**config.mk**
```make
export PLATFORM = sky130hd
export DESIGN_NAME = riscv_uc
export DESIGN_NICKNAME = d
export VERILOG_FILES = /design/src/rtl/riscv_uc.sv
export SDC_FILE = /design/constraint.sdc
export NUM_CORES = 1
export LEC_CHECK = 0
export CAP_MARGIN = 20
export CORE_AREA = 5 5 42 44
export CTS_BUF_LIST = sky130_fd_sc_hd__clkbuf_8
export DETAILED_ROUTE_END_ITERATION = 8
export DIE_AREA = 0 0 47 49
export PLACE_DENSITY = 0.81
export SETUP_SLACK_MARGIN = 0.5
export SYNTH_ARGS = -nofsm -noshare
export SYNTH_HDL_FRONTEND = slang
export SYNTH_SLANG_ARGS = --single-unit
```
**constraint.sdc**
```tcl
create_clock -name clk -period 3.7 [get_ports clk]
set_input_delay 0.74 -clock clk [delete_from_list [all_inputs] [get_ports clk]]
set_output_delay 0.74 -clock clk [all_outputs]
set_load 0.05 [all_outputs]
```
**src/rtl/riscv_uc.sv**
```systemverilog
// riscv_uc: multi-cycle Moore control unit for the RV32 datapath.
// It steps each instruction through FETCH, DECODE, EXEC, MEM, WB and PC_UPD.
// Every output is decoded only from the state, the latched instruction class
// and the latched branch decision, so opcode and branch have no
// combinational path to any output.
module riscv_uc (
   input  logic       clk,
   input  logic       reset,
   input  logic [6:0] opcode,
   input  logic       branch,
   output logic       pc_load,
   output logic       pc_reset,
   output logic       mem_re,
   output logic       mem_we,
   output logic       reg_file_write,
   output logic [1:0] alu_op,
   output logic [1:0] select_mux_1,
   output logic [1:0] select_mux_2,
   output logic [1:0] select_mux_3,
   output logic [1:0] select_mux_4,
   output logic       instr_done,
   output logic       illegal
);

   // Opcode values of the supported instruction classes.
   localparam logic [6:0] OPC_R      = 7'b0110011;
   localparam logic [6:0] OPC_I      = 7'b0010011;
   localparam logic [6:0] OPC_LOAD   = 7'b0000011;
   localparam logic [6:0] OPC_STORE  = 7'b0100011;
   localparam logic [6:0] OPC_BRANCH = 7'b1100011;

   // ALU op classes.
   localparam logic [1:0] ALU_ADD  = 2'b00;
   localparam logic [1:0] ALU_CMP  = 2'b01;
   localparam logic [1:0] ALU_FUNC = 2'b10;

   typedef enum logic [2:0] {
      S_INIT   = 3'd0,
      S_FETCH  = 3'd1,
      S_DECODE = 3'd2,
      S_EXEC   = 3'd3,
      S_MEM    = 3'd4,
      S_WB     = 3'd5,
      S_PC_UPD = 3'd6
   } state_t;

   typedef enum logic [2:0] {
      CL_R      = 3'd0,
      CL_I      = 3'd1,
      CL_LOAD   = 3'd2,
      CL_STORE  = 3'd3,
      CL_BRANCH = 3'd4,
      CL_ILL    = 3'd5
   } iclass_t;

   state_t  state_q, state_d;
   iclass_t class_q, class_d;
   logic    taken_q, taken_d;
   iclass_t live_class;

   // Classify the live opcode; only consumed on the DECODE exit edge.
   always_comb begin
      live_class = CL_ILL;
      case (opcode)
         OPC_R:      live_class = CL_R;
         OPC_I:      live_class = CL_I;
         OPC_LOAD:   live_class = CL_LOAD;
         OPC_STORE:  live_class = CL_STORE;
         OPC_BRANCH: live_class = CL_BRANCH;
         default:    live_class = CL_ILL;
      endcase
   end

   // State, class and taken registers; reset aborts any instruction in flight.
   always_ff @(posedge clk or negedge reset) begin
      if (!reset) begin
         state_q <= S_INIT;
         class_q <= CL_R;
         taken_q <= 1'b0;
      end else begin
         state_q <= state_d;
         class_q <= class_d;
         taken_q <= taken_d;
      end
   end

   // Next state, class capture in DECODE, branch decision capture in EXEC.
   always_comb begin
      state_d = state_q;
      class_d = class_q;
      taken_d = taken_q;
      case (state_q)
         S_INIT:   state_d = S_FETCH;
         S_FETCH:  state_d = S_DECODE;
         S_DECODE: begin
            class_d = live_class;
            state_d = (live_class == CL_ILL) ? S_PC_UPD : S_EXEC;
         end
         S_EXEC: begin
            // Only a branch carries a decision forward; every other exit clears it.
            taken_d = (class_q == CL_BRANCH) ? branch : 1'b0;
            case (class_q)
               CL_R, CL_I:         state_d = S_WB;
               CL_LOAD, CL_STORE:  state_d = S_MEM;
               default:            state_d = S_PC_UPD;
            endcase
         end
         S_MEM:    state_d = (class_q == CL_LOAD) ? S_WB : S_PC_UPD;
         S_WB:     state_d = S_PC_UPD;
         S_PC_UPD: state_d = S_FETCH;
         default:  state_d = S_INIT;
      endcase
   end

   // Moore output decode from state, latched class and taken.
   always_comb begin
      pc_load        = 1'b0;
      pc_reset       = 1'b0;
      mem_re         = 1'b0;
      mem_we         = 1'b0;
      reg_file_write = 1'b0;
      alu_op         = ALU_ADD;
      select_mux_1   = 2'b00;
      select_mux_2   = 2'b00;
      select_mux_3   = 2'b00;
      select_mux_4   = 2'b00;
      instr_done     = 1'b0;
      illegal        = 1'b0;

      // EXEC, MEM and WB all present the same ALU setup so the address or
      // result stays stable while memory and the register file consume it.
      if (state_q == S_EXEC || state_q == S_MEM || state_q == S_WB) begin
         case (class_q)
            CL_R: begin
               alu_op       = ALU_FUNC;
               select_mux_1 = 2'b00;
            end
            CL_I: begin
               alu_op       = ALU_FUNC;
               select_mux_1 = 2'b01;
            end
            CL_LOAD, CL_STORE: begin
               alu_op       = ALU_ADD;
               select_mux_1 = 2'b01;
            end
            CL_BRANCH: begin
               alu_op       = ALU_CMP;
               select_mux_1 = 2'b00;
            end
            default: begin
               alu_op       = ALU_ADD;
               select_mux_1 = 2'b00;
            end
         endcase
      end

      case (state_q)
         S_INIT: pc_reset = 1'b1;
         S_MEM: begin
            if (class_q == CL_LOAD) begin
               mem_re = 1'b1;
            end else if (class_q == CL_STORE) begin
               mem_we       = 1'b1;
               select_mux_4 = 2'b01;
            end
         end
         S_WB: begin
            reg_file_write = 1'b1;
            if (class_q == CL_LOAD) begin
               mem_re       = 1'b1;
               select_mux_2 = 2'b01;
            end
         end
         S_PC_UPD: begin
            pc_load      = 1'b1;
            select_mux_3 = {1'b0, taken_q};
            instr_done   = 1'b1;
            illegal      = (class_q == CL_ILL);
         end
         default: ;
      endcase
   end

endmodule

```
==> results.json, run 1 <==
{
  "p_leak_nw": 0.3169,
  "die_h_microns": 49,
  "cts.htree.levels": 1,
  "synth_area_leaders": "dfrtp_1 32%, buf_4 9.7%, nor3_1 4.6%",
  "peakVddDrop_mv": 0.5968,
  "drt_wl_total_microns": 1215,
  "internal_power_mw": 0.3280,
  "hold_path_class": "flop to flop",
  "clk_latency_ns": 0.22,
  "top_usage_layer": "met2",
  "max_freq_mhz": 343.7,
  "power_density_nw_per_um2": 853.2,
  "ys_seq_area_frac": 0.3248,
  "max_slew_margin": 0.6628,
  "via_per_inst": 5.130,
  "synth_cells": 64,
  "layout_common_cells": "22 x clkdlybuf4s50_1, 7 x dfrtp_1, 6 x nor2_1, 5 x nor3_1, 5 x nand2_1",
  "status": "completed",
  "synth_top_cell_area_share": 0.3248,
  "synth.distinct_cells": 31,
  "fin_total_pwr_mw": 0.6597,
  "tightestPinTransition_ns": 0.5042,
  "n_antenna_cell": 0,
  "min_period_ns": 2.910,
  "setup_tns_ns": 0,
  "synth_seq_cells": 7,
  "hold_violations": 0,
  "num_vias": 513,
  "cts_buffer_depth": 2,
  "cap_violations": 0,
  "cts_setup_buffers": 0,
  "fin_nets": 95,
  "cts_tree": "built",
  "gr-total-overflow": 0,
  "n_fill_cell": 145,
  "dieArea_sq_um": 2303,
  "final_antenna_net_count": 0,
  "grt_use_met2": 0.2014,
  "yosysWarnings": 0,
  "drive_above_1_share": 0.09524,
  "cts.sinks": 7,
  "grt_max_degree": 11,
  "die_w_microns": 47,
  "endpoint_kind": "output port",
  "portBuffers": 22,
  "rsz0062_at_grt": "false",
  "wl_per_cell_microns": 12.15,
  "firstDrtPassIters": 4,
  "hpwl_microns": 945,
  "arrival_ns": 2.17,
  "cts_resized": 0,
  "clk_pin_slew_ns": 0.04,
  "antenna_found_initial": 0,
  "drt_iter0_drc": 9,
  "hold_buffers": 0,
  "yosys.area.top_type": "dfrtp_1",
  "syn2layout_area_growth_pct": 43.39,
  "use_met3": 0.06642,
  "final_common_cell": "clkdlybuf4s50_1",
  "required_ns": 2.96,
  "core_area_sq_um": 1401,
  "fin_crit_sh": 0.7864,
  "io-pin-count": 27,
  "p_clk_frac": 0.153,
  "cts_made_buffers": 3,
  "pwr-share-comb": 0.578,
  "slew_viol_final": 0,
  "grt_pass1_wl_microns": 2021,
  "switchingPower_mw": 0.3317,
  "grtUsageMet1": 0.1306,
  "synth_area_sq_um": 539.3,
  "critPathKind": "flop to output port",
  "seqPwrFrac": 0.268,
  "grt.total_usage": 0.1199,
  "gp_congestion": 0.8077,
  "drc_errors": 0,
  "setup_viol": 0,
  "timing.hold.ws_ns": 0.4973,
  "start_util": 0.3848,
  "row_count": 14,
  "grt_pass1_vias": 495,
  "path_max_fanout": 10,
  "postSynthAreaPerCell_sq_um": 8.426,
  "ctsRootBufferMaster": "clkbuf_8",
  "cp-start-kind": "flop",
  "final.setup_skew_ns": 0.001884,
  "swShare": 0.5029
}
-- power groups by stage --
stage	clock network, mW	logic, mW	registers [mW]
finish	0.101	0.382	0.177
global route	0.113	0.413	0.183
CTS	0.105	0.384	0.174
global placement	0	0.376	0.171
detailed placement	0	0.382	0.174
floorplan	0	0.333	0.130
-- kinds of logic (layout without fill, tap and decap cells) --
logic type                after synthesis  after routing  synth area share
and+or+nand+nor                        31             31            0.3387
buffers and inverters                  12             29            0.1369
AOI/OAI and AO/OA                      11             11            0.1601
DFF                                     7              7            0.3248
xor gates and xnor gates                2              2           0.03249
other                                   1              4          0.006954
-- final timing paths --
| path | startpoint | end | slack (ns) | depth (start not counted) |
|---|---|---|---|---|
| max in group asynchronous | reset | class_q[1] | 2.69 | 1 |
| min | taken_q | taken_q | 0.50 | 1 |
| min in group asynchronous | reset | state_q[2] | 0.78 | 1 |
| max reg2reg | state_q[2] | state_q[0] | 2.39 | 2 |
| min reg2reg | taken_q | taken_q | 0.50 | 1 |
| max | state_q[1] | select_mux_1[0] | 0.79 | 4 |
-- stage by stage --
step	std cells	setup slack, ns	area [sq um]	util
after floorplan	67	1.008	550.5	-
after global placement	96	1.052	728.2	0.5196
after detailed placement	96	1.033	728.2	0.5196
after CTS	100	0.7880	773.2	0.5518
after global routing	100	0.6482	773.2	0.5518
final	100	0.7901	773.2	0.5518
-- cells in the mapped netlist --
| cell type | n |
|---|---|
| a21oi_1 | 1 |
| a21oi_2 | 1 |
| a22o_1 | 1 |
| a31oi_1 | 1 |
| and2_1 | 2 |
| and3_1 | 1 |
| and4b_2 | 1 |
| buf_2 | 2 |
| buf_4 | 7 |
| conb_1 | 1 |
| dfrtp_1 | 7 |
| inv_1 | 3 |
| nand2_1 | 5 |
| nand2b_1 | 2 |
| nand3_1 | 1 |
| nand3b_1 | 2 |
| nand4_1 | 1 |
| nand4bb_1 | 1 |
| nor2_1 | 6 |
| nor3_1 | 5 |
| nor3b_1 | 1 |
| o211ai_1 | 2 |
| o21a_1 | 1 |
| o21ai_0 | 2 |
| o22a_1 | 1 |
| o41ai_2 | 1 |
| or3b_1 | 1 |
| or3b_2 | 1 |
| or3b_4 | 1 |
| xnor2_1 | 1 |
| xor2_1 | 1 |
-- state kept, by name, summed over array words and instances (netlist names) --
register,count
class_q,3
state_q,3
taken_q,1
-- worst max-delay path: stages, from the launching register on --
cell and delay, ns:
dfrtp_1 0.47, nand2b_1 0.28, and2_1 0.22, nor3_1 0.16
clkdlybuf4s50_1 0.82
-- per-layer routing --
| layer | routed length (microns) | share of wire |
|---|---|---|
| met1 | 485 | 0.40 |
| met2 | 609 | 0.50 |
| met3 | 120 | 0.099 |
| met4 | 0 | 0 |
| met5 | 0 | 0 |
-- cell type report --
cell class                 count  area [sq um]  area share
multi-input combinational     48         301.5      0.3900
timing repair buffer          22         220.2      0.2848
sequential                     7         175.2      0.2265
clock buffer                   3         41.29     0.05340
tap                           16         20.02     0.02589
inverter                       3         11.26     0.01456
clock inverter                 1         3.754    0.004854
No activity file was read; power rests on OpenSTA's default activity.
==> run 2, diff against run 1 <==
--- a/config.mk
+++ b/config.mk
@@ -6,11 +6,11 @@
 export NUM_CORES = 1
 export LEC_CHECK = 0
 export CAP_MARGIN = 20
-export CORE_AREA = 5 5 42 44
+export CORE_MARGIN = 5
+export CORE_UTILIZATION = 36
 export CTS_BUF_LIST = sky130_fd_sc_hd__clkbuf_8
 export DETAILED_ROUTE_END_ITERATION = 8
-export DIE_AREA = 0 0 47 49
-export PLACE_DENSITY = 0.81
+export PLACE_DENSITY = 0.76
 export SETUP_SLACK_MARGIN = 0.5
 export SYNTH_ARGS = -nofsm -noshare
 export SYNTH_HDL_FRONTEND = slang
==> constraint.sdc (replaced) <==
create_clock -name clk -period 2.54 [get_ports clk]
set_input_delay 0.508 -clock clk [delete_from_list [all_inputs] [get_ports clk]]
set_output_delay 0.508 -clock clk [all_outputs]
set_load 0.05 [all_outputs]
==> run 2 against run 1 <==
Effect of this change:
- sequential share of layout area down 0.083 points
- sequential power rose by 40%
- power increased by 52%
- setup slack got worse by 0.24 ns
- first-iteration DRC count is 44% lower
- critical endpoint is now select_mux_2[0]
- critical path type unchanged
- non-clock buffer count up 4
- clock power up 48%
- routed wire length shrank 4.7%
- critical path depth fell by 1
- combinational power increased by 59%
- largest cell class unchanged
- via count up 0.58%
- global-route usage is 2.4 points lower
==> results.json, run 2 (same netlist as run 1, synthesis figures left out) <==
{
  "core_area_sq_um": 1471,
  "antenna_found_initial": 0,
  "gp_congestion": 0.8040,
  "via_per_inst": 4.962,
  "start_util": 0.3665,
  "drc_errors": 0,
  "cp-start-kind": "flop",
  "die_w_microns": 48.71,
  "max_freq_mhz": 503.7,
  "row_count": 14,
  "dieArea_sq_um": 2372,
  "firstDrtPassIters": 4,
  "die_h_microns": 48.71,
  "arrival_ns": 1.48,
  "drt_iter0_drc": 5,
  "crit_start": "class_q[2]",
  "hold_violations": 0,
  "final_antenna_net_count": 0,
  "portBuffers": 22,
  "peakVddDrop_mv": 0.5506,
  "drt_wl_total_microns": 1158,
  "crit_chain": "or3b_4 -> nor3_1 -> buf_4",
  "fin_ws_ns": 0.5545,
  "setup_viol": 0,
  "worst_path_max_delay_cell": "dfrtp_2",
  "layout_common_cells": "11 x buf_4, 9 x clkdlybuf4s50_1, 6 x nor2_1, 5 x nand2_1",
  "crit_family": "simple AND/OR/NAND/NOR gates",
  "timing.hold.ws_ns": 0.4981,
  "syn2layout_area_growth_pct": 48.03,
  "power_density_nw_per_um2": 1259,
  "io-pin-count": 27,
  "fin_crit_sh": 0.7817,
  "post-place-ws_ns": 0.3289,
  "grt.total_usage": 0.09614,
  "cts.sinks": 7,
  "drive_above_1_share": 0.3750,
  "status": "completed",
  "cts_buffer_depth": 2,
  "hpwl_microns": 874.4,
  "fin_nets": 99,
  "cts_made_buffers": 3,
  "cap_violations": 0,
  "wl_per_cell_microns": 11.13,
  "min_period_ns": 1.985,
  "clk_pin_slew_ns": 0.04,
  "p_leak_nw": 0.3581,
  "fin_cells": 104,
  "cp_slowest_stage_delay_ns": 0.44,
  "cts.htree.levels": 1,
  "endpoint_kind": "output port",
  "crit_buf_inv": 1,
  "hold_buffers": 0,
  "n_fill_cell": 151,
  "rr_startpoint": "state_q[2]",
  "gr-total-overflow": 0,
  "setup_tns_ns": 0,
  "clk_latency_ns": 0.22,
  "n_antenna_cell": 0,
  "required_ns": 2.03,
  "rsz0062_at_grt": "false",
  "final_common_cell": "buf_4",
  "grt_pass1_vias": 416,
  "path_max_fanout": 7,
  "critPathKind": "flop to output port",
  "grt_max_degree": 11,
  "cts_tree": "built",
  "ctsRootBufferMaster": "clkbuf_8",
  "hp-start": "taken_q",
  "num_vias": 516,
  "hold_path_class": "flop to flop",
  "dp.cells": 96,
  "slew_viol_final": 0,
  "reg_top3": "class_q (3), state_q (3), taken_q (1)",
  "final.setup_skew_ns": 0.0004767,
  "grt_pass1_wl_microns": 1821
}
==> run 2: cell count changes in the layout (fill, tap and decap cells not counted), sizes merged <==
cell / delta
clkbuf: +2
dlygate4sd2: +1
clkdlybuf4s15: +3
buf: +11
clkdlybuf4s50: -13
==> run 2: worst paths after layout <==
kind / end / cells past startpoint / slack, ns
max in group asynchronous: class_q[1] / 1 / 1.75
setup / recovery: select_mux_2[0] / 3 / 0.55
hold / removal: taken_q / 1 / 0.50
hold reg to reg: taken_q / 1 / 0.50
min in group asynchronous: state_q[0] / 1 / 0.54
setup reg to reg: state_q[0] / 3 / 1.19
==> run 2: where the power goes <==
group          total [mW]  leakage (nW)  switching [mW]  internal, mW
sequential          0.248        0.0804          0.0791         0.169
clock               0.149        0.0269          0.0448         0.104
combinational       0.608         0.251           0.367         0.241
total                1.00         0.358           0.491         0.514
==> run 2: final cells by class <==
| cell class | count | area (sq um) | share of cell area |
|---|---|---|---|
| Clock inverter | 1 | 3.754 | 0.004702 |
| Sequential cell | 7 | 180.2 | 0.2257 |
| Timing Repair Buffer | 26 | 225.2 | 0.2821 |
| Tap cell | 16 | 20.02 | 0.02508 |
| Multi-Input combinational cell | 48 | 316.6 | 0.3966 |
| Clock buffer | 3 | 41.29 | 0.05172 |
| Inverter | 3 | 11.26 | 0.01411 |
==> run 2: through the flow <==
step	cell area [sq um]	total power [mW]	utilization
floorplan	553.0	0.6761	-
global placement	713.2	0.7869	0.4847
detailed placement	713.2	0.7948	0.4847
CTS	783.3	0.9763	0.5323
global route	798.3	1.076	0.5425
finish	798.3	1.005	0.5425
==> run 2: what timing repair did <==
| item | CTS | global route |
|---|---|---|
| endpoints found under the setup margin | 7 | 8 |
| resized for setup | 16 | 8 |
| endpoints found under the hold margin | 0 | 0 |
| buffers inserted | 2 | 2 |
==> run 2: layer usage <==
layer | up-vias | wire, microns | track usage | share of wire
li1 | 262 | - | - | -
met3 | 3 | 115 | 0.02761 | 0.099
met2 | 27 | 524 | 0.1522 | 0.45
met4 | 0 | 29 | 0.06726 | 0.025
met1 | 224 | 489 | 0.1094 | 0.42
met5 | - | 0 | 0 | 0
==> run 3, diff against run 2 <==
--- a/config.mk
+++ b/config.mk
@@ -7,10 +7,10 @@
 export LEC_CHECK = 0
 export CAP_MARGIN = 20
 export CORE_MARGIN = 5
-export CORE_UTILIZATION = 36
+export CORE_UTILIZATION = 40
 export CTS_BUF_LIST = sky130_fd_sc_hd__clkbuf_8
 export DETAILED_ROUTE_END_ITERATION = 8
-export PLACE_DENSITY = 0.76
+export PLACE_DENSITY = 0.8
 export SETUP_SLACK_MARGIN = 0.5
 export SYNTH_ARGS = -nofsm -noshare
 export SYNTH_HDL_FRONTEND = slang
==> constraint.sdc (replaced) <==
create_clock -name clk -period 1.85 [get_ports clk]
set_input_delay 0.37 -clock clk [delete_from_list [all_inputs] [get_ports clk]]
set_output_delay 0.37 -clock clk [all_outputs]
set_load 0.05 [all_outputs]
==> run 3 against run 2 <==
Effect of this change:
- synthesized cell count did not move
- the flow now stops in global routing (5_1_grt)
- area after synthesis is the same
==> results.json, run 3 <==
{
  "status": "aborted with a tool error",
  "failing_step": "global routing (5_1_grt)",
  "stop_error": "[ERROR DPL-0033] detailed placement checks failed during check placement.",
  "gp_congestion": 0.8386,
  "die_h_microns": 46.72,
  "postSynthAreaPerCell_sq_um": 8.426,
  "post-place-ws_ns": 0.1573,
  "synth.distinct_cells": 31,
  "synth_seq_cells": 7,
  "worst_endpoint": "select_mux_1[0]",
  "synth_commonest_cells": "7 x buf_4, 7 x dfrtp_1, 6 x nor2_1, 5 x nand2_1, 5 x nor3_1",
  "ctsRootBufferMaster": "clkbuf_8",
  "yosysWarnings": 0,
  "synth_top_cell_area_share": 0.3248,
  "ys_seq_area_frac": 0.3248,
  "synth_area_sq_um": 539.3,
  "portBuffers": 22,
  "antenna_found_initial": 0,
  "synth_ff_type": "dfrtp_1",
  "synth_cells": 64,
  "io-pin-count": 27,
  "hold_buffers": 0,
  "hpwl_microns": 1265,
  "yosys.area.top_type": "dfrtp_1",
  "synth_area_leaders": "dfrtp_1 32%, buf_4 9.7%, nor3_1 4.6%",
  "cts.sinks": 7,
  "die_w_microns": 46.72,
  "cts_made_buffers": 3,
  "grt_max_degree": 8,
  "cts_buffer_depth": 2,
  "postPlaceCellArea_sq_um": 963.4,
  "start_util": 0.4197,
  "ys_async_sr_fraction": 1.000,
  "worstEndpointType": "top-level output",
  "cts.htree.levels": 1,
  "row_count": 13,
  "synth_edf_count": 0
}
==> run 3: cell counts after synthesis <==
No cell type changed its count.
==> run 3: cells by family after synthesis <==
| family | after synthesis | synth area share |
|---|---|---|
| and+or+nand+nor | 31 | 0.3387 |
| DFF | 7 | 0.3248 |
| xor gates and xnor gates | 2 | 0.03249 |
| buffers and inverters | 12 | 0.1369 |
| AOI/OAI and AO/OA | 11 | 0.1601 |
| other | 1 | 0.006954 |
==> run 3: what timing repair did <==
item                       4_1_cts
resized for setup               11
pin swaps                       14
buffers inserted                16
setup endpoints to repair       18
==> run 3: stage by stage <==
step,cells,util
floorplan,67,-
global placement,98,0.7498
detailed placement,98,0.7498
CTS,118,0.9036
==> run 4, diff against run 3 <==
==> config.mk (replaced) <==
export PLATFORM = sky130hd
export DESIGN_NAME = riscv_uc
export DESIGN_NICKNAME = d
export VERILOG_FILES = /design/src/rtl/riscv_uc.sv
export SDC_FILE = /design/constraint.sdc
export NUM_CORES = 1
export LEC_CHECK = 0
export CAP_MARGIN = 20
export CORE_AREA = 5 5 66 68
export DETAILED_ROUTE_END_ITERATION = 8
export DIE_AREA = 0 0 71 73
export PLACE_DENSITY_LB_ADDON = 0.15
export SYNTH_ARGS = -nofsm -noshare
export SYNTH_HDL_FRONTEND = slang
export SYNTH_SLANG_ARGS = --single-unit
==> run 4 against run 3 <==
Effect of this change:
- the flow now finishes without violations
==> results.json, run 4 (same netlist as run 1, synthesis figures left out) <==
{
  "n_antenna_cell": 0,
  "fin_crit_sh": 0.9770,
  "grt_pass1_wl_microns": 2394,
  "gr-total-overflow": 0,
  "antenna_found_initial": 0,
  "cts_buffer_depth": 2,
  "die_h_microns": 73,
  "clk_pin_slew_ns": 0.04,
  "path_max_fanout": 6,
  "n_fill_cell": 413,
  "cts.htree.levels": 1,
  "gp_congestion": 0.8273,
  "peakVddDrop_mv": 0.3966,
  "num_vias": 523,
  "dieArea_sq_um": 5183,
  "cts.sinks": 7,
  "grt_max_degree": 10,
  "portBuffers": 22,
  "endpoint_kind": "output port",
  "via_per_inst": 3.736,
  "firstDrtPassIters": 4,
  "final_common_cell": "buf_12",
  "fin_nets": 101,
  "start_util": 0.1420,
  "syn2layout_area_growth_pct": 93.97,
  "hold_violations": 0,
  "power_density_nw_per_um2": 1618,
  "final.setup_skew_ns": 0.0009414,
  "cts_made_buffers": 3,
  "hpwl_microns": 1258,
  "cap_violations": 0,
  "drt_iter0_drc": 11,
  "fin_total_pwr_mw": 1.693,
  "hold_path_class": "input port to async pin",
  "core_area_sq_um": 3799,
  "drt_wl_total_microns": 1468,
  "clk_latency_ns": 0.22,
  "row_count": 23,
  "min_period_ns": 1.808,
  "status": "completed",
  "cts_setup_buffers": 0,
  "postPlaceCellArea_sq_um": 970.9,
  "critPathKind": "flop to output port",
  "grt.total_usage": 0.05914,
  "required_ns": 1.48,
  "p_leak_nw": 0.4110,
  "slew_viol_final": 0,
  "design_area_sq_um": 1046,
  "io-pin-count": 27,
  "wl_per_cell_microns": 10.49,
  "rsz0062_at_grt": "true",
  "cts_tree": "built",
  "die_w_microns": 71,
  "ctsRootBufferMaster": "clkbuf_8",
  "final_antenna_net_count": 0,
  "drive_above_1_share": 0.4667,
  "setup_viol": 0,
  "cp-start-kind": "flop",
  "drc_errors": 0,
  "max_freq_mhz": 553.2,
  "reg_top3": "class_q (3), state_q (3), taken_q (1)",
  "layout_common_cells": "13 x buf_12, 9 x clkdlybuf4s50_1, 6 x buf_4, 5 x nand2_1, 5 x dfrtp_2",
  "grt_pass1_vias": 501,
  "arrival_ns": 1.44
}
-- run 4: path summary, 6_finish.rpt --
path                       depth (start not counted)  startpoint  slack, ns               to
setup reg to reg                                   3  state_q[1]       0.50       class_q[1]
max in group asynchronous                          1       reset       1.20       class_q[0]
min in group clk                                   1     taken_q       0.50          taken_q
setup / recovery                                   3  class_q[2]       0.04  select_mux_2[0]
hold reg to reg                                    1     taken_q       0.50          taken_q
hold / removal                                     1       reset       0.40       state_q[2]
-- run 4: where the power goes --
| group | total [mW] | internal, mW | switching (mW) |
|---|---|---|---|
| registers | 0.328 | 0.233 | 0.0945 |
| clock network | 0.207 | 0.148 | 0.0589 |
| logic | 1.16 | 0.536 | 0.622 |
| total | 1.69 | 0.918 | 0.775 |
-- run 4: routing by layer --
metal	global-route usage	vias to the layer above	wire (microns)
li1	-	266	-
met1	0.07202	230	610
met2	0.08754	21	703
met3	0.03168	6	117
met4	0.02296	0	37
met5	0	-	0
-- run 4: area by class of cell --
class	instances	area (sq um)	share of cell area
clock buffer	4	45.04	0.04306
inverter	3	11.26	0.01077
multi-input combinational	48	350.3	0.3349
sequential	7	181.4	0.1734
tap	50	62.56	0.05981
timing repair buffer	28	395.4	0.3780
-- run 4: repair_timing --
item | CTS | global route
endpoints found under the setup margin | 4 | 7
pin swaps | 0 | 1
resized for setup | 5 | 7
hold buffers | 0 | 0
-- run 4: critical path, cell delays in order, from the launching register on --
cell and delay (ns):
dfrtp_2 0.44, or3b_4 0.45, nor3_4 0.17, buf_12 0.16
-- run 4: stage by stage --
stage | hold slack (ns) | TNS (ns) | instances | util | setup slack, ns
floorplan | 0.07441 | -0.3905 | 67 | - | -0.09738
global placement | 0.4945 | 0 | 136 | 0.2556 | 0.1811
detailed placement | 0.4844 | 0 | 136 | 0.2556 | 0.1690
CTS | 0.4111 | -0.006235 | 140 | 0.2704 | -0.005264
global route | 0.4323 | -0.01847 | 140 | 0.2754 | -0.01847
finish | 0.4034 | 0 | 140 | 0.2754 | 0.04247
